--- config.mk ---
export PLATFORM = sky130hd
export DESIGN_NAME = screens_sequencer
export DESIGN_NICKNAME = d
export VERILOG_FILES = /design/src/rtl/screens_sequencer_pkg.sv /design/src/rtl/key_edge_detector.sv /design/src/rtl/screens_sequencer.sv
export SDC_FILE = /design/constraint.sdc
export NUM_CORES = 1
export LEC_CHECK = 0
export ABC_AREA = 1
export CORE_MARGIN = 2
export CORE_UTILIZATION = 50
export CTS_CLUSTER_DIAMETER = 150
export DETAILED_ROUTE_END_ITERATION = 10
export PLACE_DENSITY = 0.77
export SLEW_MARGIN = 20
export SYNTH_ARGS = -nofsm -noshare
export SYNTH_HDL_FRONTEND = slang
export SYNTH_SLANG_ARGS = --single-unit
--- constraint.sdc ---
create_clock -name clk -period 1.8 [get_ports clk]
set_input_delay 0.54 -clock clk [delete_from_list [all_inputs] [get_ports clk]]
set_output_delay 0.54 -clock clk [all_outputs]
set_load 0.03 [all_outputs]
--- src/rtl/screens_sequencer_pkg.sv ---
// Shared game types: screen-select encoding and default frame timing constants.
// Imported by the screen modules; holds no logic.
package screens_sequencer_pkg;

    typedef enum logic [1:0] {
        SCREEN_WELCOME   = 2'd0,
        SCREEN_MAIN      = 2'd1,
        SCREEN_GAME_OVER = 2'd2
    } screen_sel_t;

    localparam int DEFAULT_GAME_OVER_FRAMES     = 180;
    localparam int DEFAULT_START_LOCKOUT_FRAMES = 8;

    // One spare bit above the larger frame limit so saturation never aliases it.
    function automatic int frame_cnt_width(input int a, input int b);
        return $clog2((a > b) ? a : b) + 1;
    endfunction

endpackage

--- src/rtl/key_edge_detector.sv ---
// Rising-edge detector for a level key. The pulse is registered, so it appears 1 cycle after the key rises.
// No backpressure: a held key yields exactly one pulse.
module key_edge_detector (
    input  logic i_clk,
    input  logic i_rst_n,
    input  logic i_key,
    output logic o_rise
);

    logic r_prev;
    logic r_rise;

    always_ff @(posedge i_clk or negedge i_rst_n) begin
        if (!i_rst_n) begin
            r_prev <= 1'b0;
            r_rise <= 1'b0;
        end else begin
            r_prev <= i_key;
            r_rise <= i_key & ~r_prev;
        end
    end

    assign o_rise = r_rise;

endmodule

--- src/rtl/screens_sequencer.sv ---
// Game screen sequencer: WELCOME -> MAIN -> GAME_OVER. Outputs are registered; key events lag the keys by 1 cycle.
// No backpressure: key events that arrive while they are not accepted are dropped.
module screens_sequencer
    import screens_sequencer_pkg::*;
#(
    parameter int GAME_OVER_FRAMES     = DEFAULT_GAME_OVER_FRAMES,
    parameter int START_LOCKOUT_FRAMES = DEFAULT_START_LOCKOUT_FRAMES
) (
    input  logic        clk,
    input  logic        resetN,
    input  logic        startOfFrame,
    input  logic        key5IsPressed,
    input  logic        key4IsPressed,
    input  logic        key6IsPressed,
    input  logic [3:0]  life,
    input  logic [15:0] score,
    output logic        start,
    output logic [1:0]  screenSel,
    output logic        flipperType,
    output logic [15:0] highScore,
    output logic        newRecord
);

    localparam int CW = frame_cnt_width(GAME_OVER_FRAMES, START_LOCKOUT_FRAMES);
    localparam logic [CW-1:0] LOCK_DONE = CW'(START_LOCKOUT_FRAMES);
    localparam logic [CW-1:0] GO_LAST   = CW'(GAME_OVER_FRAMES - 1);
    localparam logic [CW-1:0] CNT_SAT   = '1;

    screen_sel_t r_state;
    screen_sel_t w_next_state;
    logic        w_k4;
    logic        w_k5;
    logic        w_k6;
    logic        w_start;
    logic        w_go_enter;
    logic        w_go_exit;
    logic        r_start;
    logic        r_armed;
    logic        r_flipper;
    logic        r_new_record;
    logic [15:0] r_high_score;
    logic [15:0] r_final_score;
    logic [CW-1:0] r_lock_cnt;
    logic [CW-1:0] r_frame_cnt;

    key_edge_detector u_key4 (.i_clk(clk), .i_rst_n(resetN), .i_key(key4IsPressed), .o_rise(w_k4));
    key_edge_detector u_key5 (.i_clk(clk), .i_rst_n(resetN), .i_key(key5IsPressed), .o_rise(w_k5));
    key_edge_detector u_key6 (.i_clk(clk), .i_rst_n(resetN), .i_key(key6IsPressed), .o_rise(w_k6));

    always_ff @(posedge clk or negedge resetN) begin
        if (!resetN) begin
            r_state <= SCREEN_WELCOME;
        end else begin
            r_state <= w_next_state;
        end
    end

    always_comb begin
        w_next_state = r_state;
        w_start      = 1'b0;
        w_go_enter   = 1'b0;
        w_go_exit    = 1'b0;
        case (r_state)
            SCREEN_WELCOME: begin
                // The registered count only reaches LOCK_DONE after the expiring frame, so a coincident press is dropped.
                if (w_k5 && (r_lock_cnt >= LOCK_DONE)) begin
                    w_next_state = SCREEN_MAIN;
                    w_start      = 1'b1;
                end
            end
            SCREEN_MAIN: begin
                if (r_armed && (life == 4'd0)) begin
                    w_next_state = SCREEN_GAME_OVER;
                    w_go_enter   = 1'b1;
                end
            end
            SCREEN_GAME_OVER: begin
                if (startOfFrame && (r_frame_cnt >= GO_LAST)) begin
                    w_next_state = SCREEN_WELCOME;
                    w_go_exit    = 1'b1;
                end
            end
            default: w_next_state = SCREEN_WELCOME;
        endcase
    end

    always_ff @(posedge clk or negedge resetN) begin
        if (!resetN) begin
            r_start       <= 1'b0;
            r_armed       <= 1'b0;
            r_flipper     <= 1'b0;
            r_new_record  <= 1'b0;
            r_high_score  <= '0;
            r_final_score <= '0;
            r_lock_cnt    <= '0;
            r_frame_cnt   <= '0;
        end else begin
            r_start <= w_start;

            if (w_go_exit) begin
                r_lock_cnt <= '0;
            end else if ((r_state == SCREEN_WELCOME) && startOfFrame && (r_lock_cnt != CNT_SAT)) begin
                r_lock_cnt <= r_lock_cnt + CW'(1);
            end

            if (w_go_exit) begin
                r_frame_cnt <= '0;
            end else if ((r_state == SCREEN_GAME_OVER) && startOfFrame && (r_frame_cnt != CNT_SAT)) begin
                r_frame_cnt <= r_frame_cnt + CW'(1);
            end

            if (w_start) begin
                r_armed <= 1'b0;
            end else if ((r_state == SCREEN_MAIN) && (life != 4'd0)) begin
                r_armed <= 1'b1;
            end

            if ((r_state == SCREEN_WELCOME) && (w_k4 != w_k6)) begin
                r_flipper <= w_k6;
            end

            if (w_go_enter) begin
                r_final_score <= score;
                r_new_record  <= (score > r_high_score);
            end else if (w_go_exit) begin
                if (r_new_record) begin
                    r_high_score <= r_final_score;
                end
                r_new_record <= 1'b0;
            end
        end
    end

    // A record is committed to r_high_score on leaving GAME_OVER; until then the final score stands in for it.
    assign highScore   = r_new_record ? r_final_score : r_high_score;
    assign start       = r_start;
    assign screenSel   = r_state;
    assign flipperType = r_flipper;
    assign newRecord   = r_new_record;

endmodule
==> flow_summary.yaml, run 1 <==
global_routing:
  antenna_found_initial: 0
  grt_usage: 0.225
  grt_pass1_vias: 2899
  grt_start_max_net_pins: 63
  overflow: 0
  grt_pass1_wl_mm: 13.2
logic_synthesis:
  yosys.area.top_type_share: 0.459
  synth_area_leaders: "dfrtp_1 (46%), nand2_1 (17%), ha_1 (7.8%)"
  ys_dominant_reg_cell: "dfrtp_1"
  syn-num-nets: 481
  synth_area_per_cell_um2: 7.79
  syn_inst: 434
  async_flop_share: 1.00
  synth_edf_count: 0
  yosysMostFrequentCell: "nand2_1"
  synth.distinct_cells: 30
  ys_top_cells_by_count: "nand2_1 (156), dfrtp_1 (62), inv_1 (51)"
  yosysTopAreaCell: "dfrtp_1"
  synth_area_um2: 3380
  yosysWarnings: 0
  synth_seq_area_share: 0.459
  ys_ff_latch: 62
cells_and_area:
  final-seq-area_um2: 1550
  final_core_util: 0.720
  nNetsFinal: 564
  fillers: 495
  drive_gt1_frac: 0.224
  stdcell_count: 599
  multiInputGateArea_um2: 1760
  diodes: 0
  area_growth_pct: 37.6
worst_setup_path:
  cp-end-kind: "output port"
  worstPathCellList: "clkbuf_16 > o21ai_4 > buf_6"
  cp.arrival_ns: 1.35
  cp_slowest_cell: "dfrtp_2"
  r2r_cells: 12
  worstSetupPathType: "register to output port"
  cpPeakStageDelay_ns: 0.47
  crit_required_ns: 1.26
  start_kind: "register"
  crit_fanout: 6
timing:
  slew_headroom: 0.775
  setup_viol: 16
  skew_ns: 0.0123
  report.final.slew_viol_count: 0
  hold_viol: 0
  rsz0062_at_grt: "true"
  fin_crit_ns: 1.89
  finalCritPeriodShare: 1.05
  final.setup.worst_slack_ns: -0.0928
  fmax_mhz: 528
  worst_pin_slew_ns: 0.337
detailed_routing:
  routedWlPerCell_um: 13.5
  vias: 3064
  routed_wirelength_mm: 8.10
  drt_first_pass_iters: 4
  drc_errors: 0
  initialDrtViolationCount: 128
  via_per_inst: 5.12
  postRouteAntennaNets: 0
flow_run:
  maxCapViolCount: 0
power_and_ir_drop:
  p_seq_frac: 0.336
  switching_share: 0.388
  internal_power_mw: 3.67
  peakVddDrop_uv: 690
  p_per_area_nw_per_um2: 1290
  cellLeakagePower_nw: 2.38
  power.switching_mw: 2.33
  clockPowerShare: 0.229
  comb_power_share: 0.435
placed_design:
  gp_congestion: 0.840
  port_buffers: 46
  dp_hpwl_mm: 5.33
  dp_cells: 573
clocking:
  cts_buffer_depth: 2
  cts_buffers: 9
  cts_sinks: 62
  hold_buffers: 0
  cts_htree_levels: 3
  clock_latency_ns: 0.34
  clk_pin_slew_ns: 0.07
  clockRootBuffer: "clkbuf_8"
  cts_tree: "done"
floorplan:
  start_util: 0.523
  io_pins: 47
  core_area_um2: 6460
  die_w_um: 86.2
  die_area_um2: 7440
  die_h_um: 86.2
  rows: 29
outcome:
  violations: "negative setup slack"
  status: "complete, but fails checks"
min_path:
  hold_path_class: "primary input to async pin"
-- registers in the layout, indices dropped and copies added (netlist names) --
name and cells:
r_armed 1, u_key5.r_prev 1, r_final_score 16, u_key5.o_rise 1, u_key4.o_rise 1, r_frame_cnt 9, screenSel 2, u_key6.r_prev 1
u_key4.r_prev 1, u_key6.o_rise 1, r_high_score 16, newRecord 1, r_lock_cnt 9, start 1, flipperType 1
-- worst paths after layout --
kind | slack [ns] | to | from
setup / recovery | -0.09 | highScore[11] | newRecord$_DFFE_PN0P_
hold reg to reg | 0.40 | u_key4.o_rise$_DFF_PN0_ | u_key4.r_prev$_DFF_PN0_
setup reg to reg | 0.09 | r_lock_cnt[7]$_DFFE_PN0P_ | r_lock_cnt[0]$_DFFE_PN0P_
min in group clk | 0.40 | u_key4.o_rise$_DFF_PN0_ | u_key4.r_prev$_DFF_PN0_
max in group asynchronous | 1.31 | newRecord$_DFFE_PN0P_ | resetN
hold / removal | 0.19 | r_final_score[15]$_DFFE_PN0P_ | resetN
-- routing by layer --
layer,share of wire,global-route usage
met5,0,0
met4,0.014,0.0881
met3,0.043,0.0381
met2,0.48,0.363
met1,0.46,0.304
-- kinds of logic (layout without fill, tap and decap cells) --
logic type | Yosys count | count (layout) | synth area share
compound gates | 47 | 47 | 0.0766
xor+xnor | 5 | 5 | 0.0130
fa+ha+maj | 21 | 21 | 0.0777
buf+inv | 66 | 154 | 0.0803
flops | 62 | 62 | 0.459
simple gates | 233 | 233 | 0.293
-- power groups by stage --
stage / sequential (mW) / clock [mW] / combinational (mW)
after floorplan: 2.04 / 0 / 1.15
after global placement: 1.98 / 0 / 1.96
after detailed placement: 2.00 / 0 / 2.01
after CTS: 1.98 / 1.39 / 2.28
after global routing: 2.06 / 1.45 / 2.82
final: 2.02 / 1.37 / 2.61
-- cells in the final DEF (no fill, tap or decap), types with 10 or more instances in the layout --
| cell | n |
|---|---|
| ha_1 | 18 |
| nor2_1 | 30 |
| nand3_1 | 23 |
| dfrtp_1 | 61 |
| inv_1 | 48 |
| buf_6 | 19 |
| clkdlybuf4s50_1 | 24 |
| a21oi_1 | 15 |
| buf_4 | 32 |
| clkbuf_8 | 10 |
| nand2_1 | 153 |
| o21ai_4 | 13 |
-- worst max-delay path: cells and delay by family, from the launching register on --
kind                   cells  cell delay (ns)
AO/OA/AOI/OAI              1             0.19
flip-flops                 1             0.47
buffers and inverters      2             0.35
-- stage by stage --
step | setup TNS, ns | hold WS [ns] | setup WS, ns | instance area, um^2 | power, mW
2_1_floorplan | -1.57 | 0.244 | -0.243 | 3380 | 3.19
4_1_cts | -0.475 | 0.194 | -0.0546 | 4450 | 5.66
3_3_place_gp | -1.80 | 0.383 | -0.175 | 4070 | 3.94
6_report | -0.958 | 0.192 | -0.0928 | 4650 | 6.00
5_1_grt | -1.75 | 0.228 | -0.119 | 4650 | 6.33
3_5_place_dp | -2.29 | 0.386 | -0.213 | 4070 | 4.01
-- what timing repair did --
action,CTS,global route
resized for setup,51,24
endpoints found under the setup margin,22,25
pin swaps,0,8
setup buffers,0,8
cloned,0,2
-- area by class of cell --
cell class / count / area share
tap: 77 / 0.0207
clock inverter: 6 / 0.0183
sequential: 62 / 0.334
timing repair buffer: 84 / 0.176
multi-input combinational: 306 / 0.378
clock buffer: 10 / 0.0296
inverter: 54 / 0.0436
No activity file was read; power rests on OpenSTA's default activity.
==> inputs of run 2 (changes only) <==
- CTS_CLUSTER_SIZE: unset -> 8
- SLEW_MARGIN: 20 -> unset
==> results of run 2 <==
The final DEF is identical to that of run 1; final timing and power are the same.
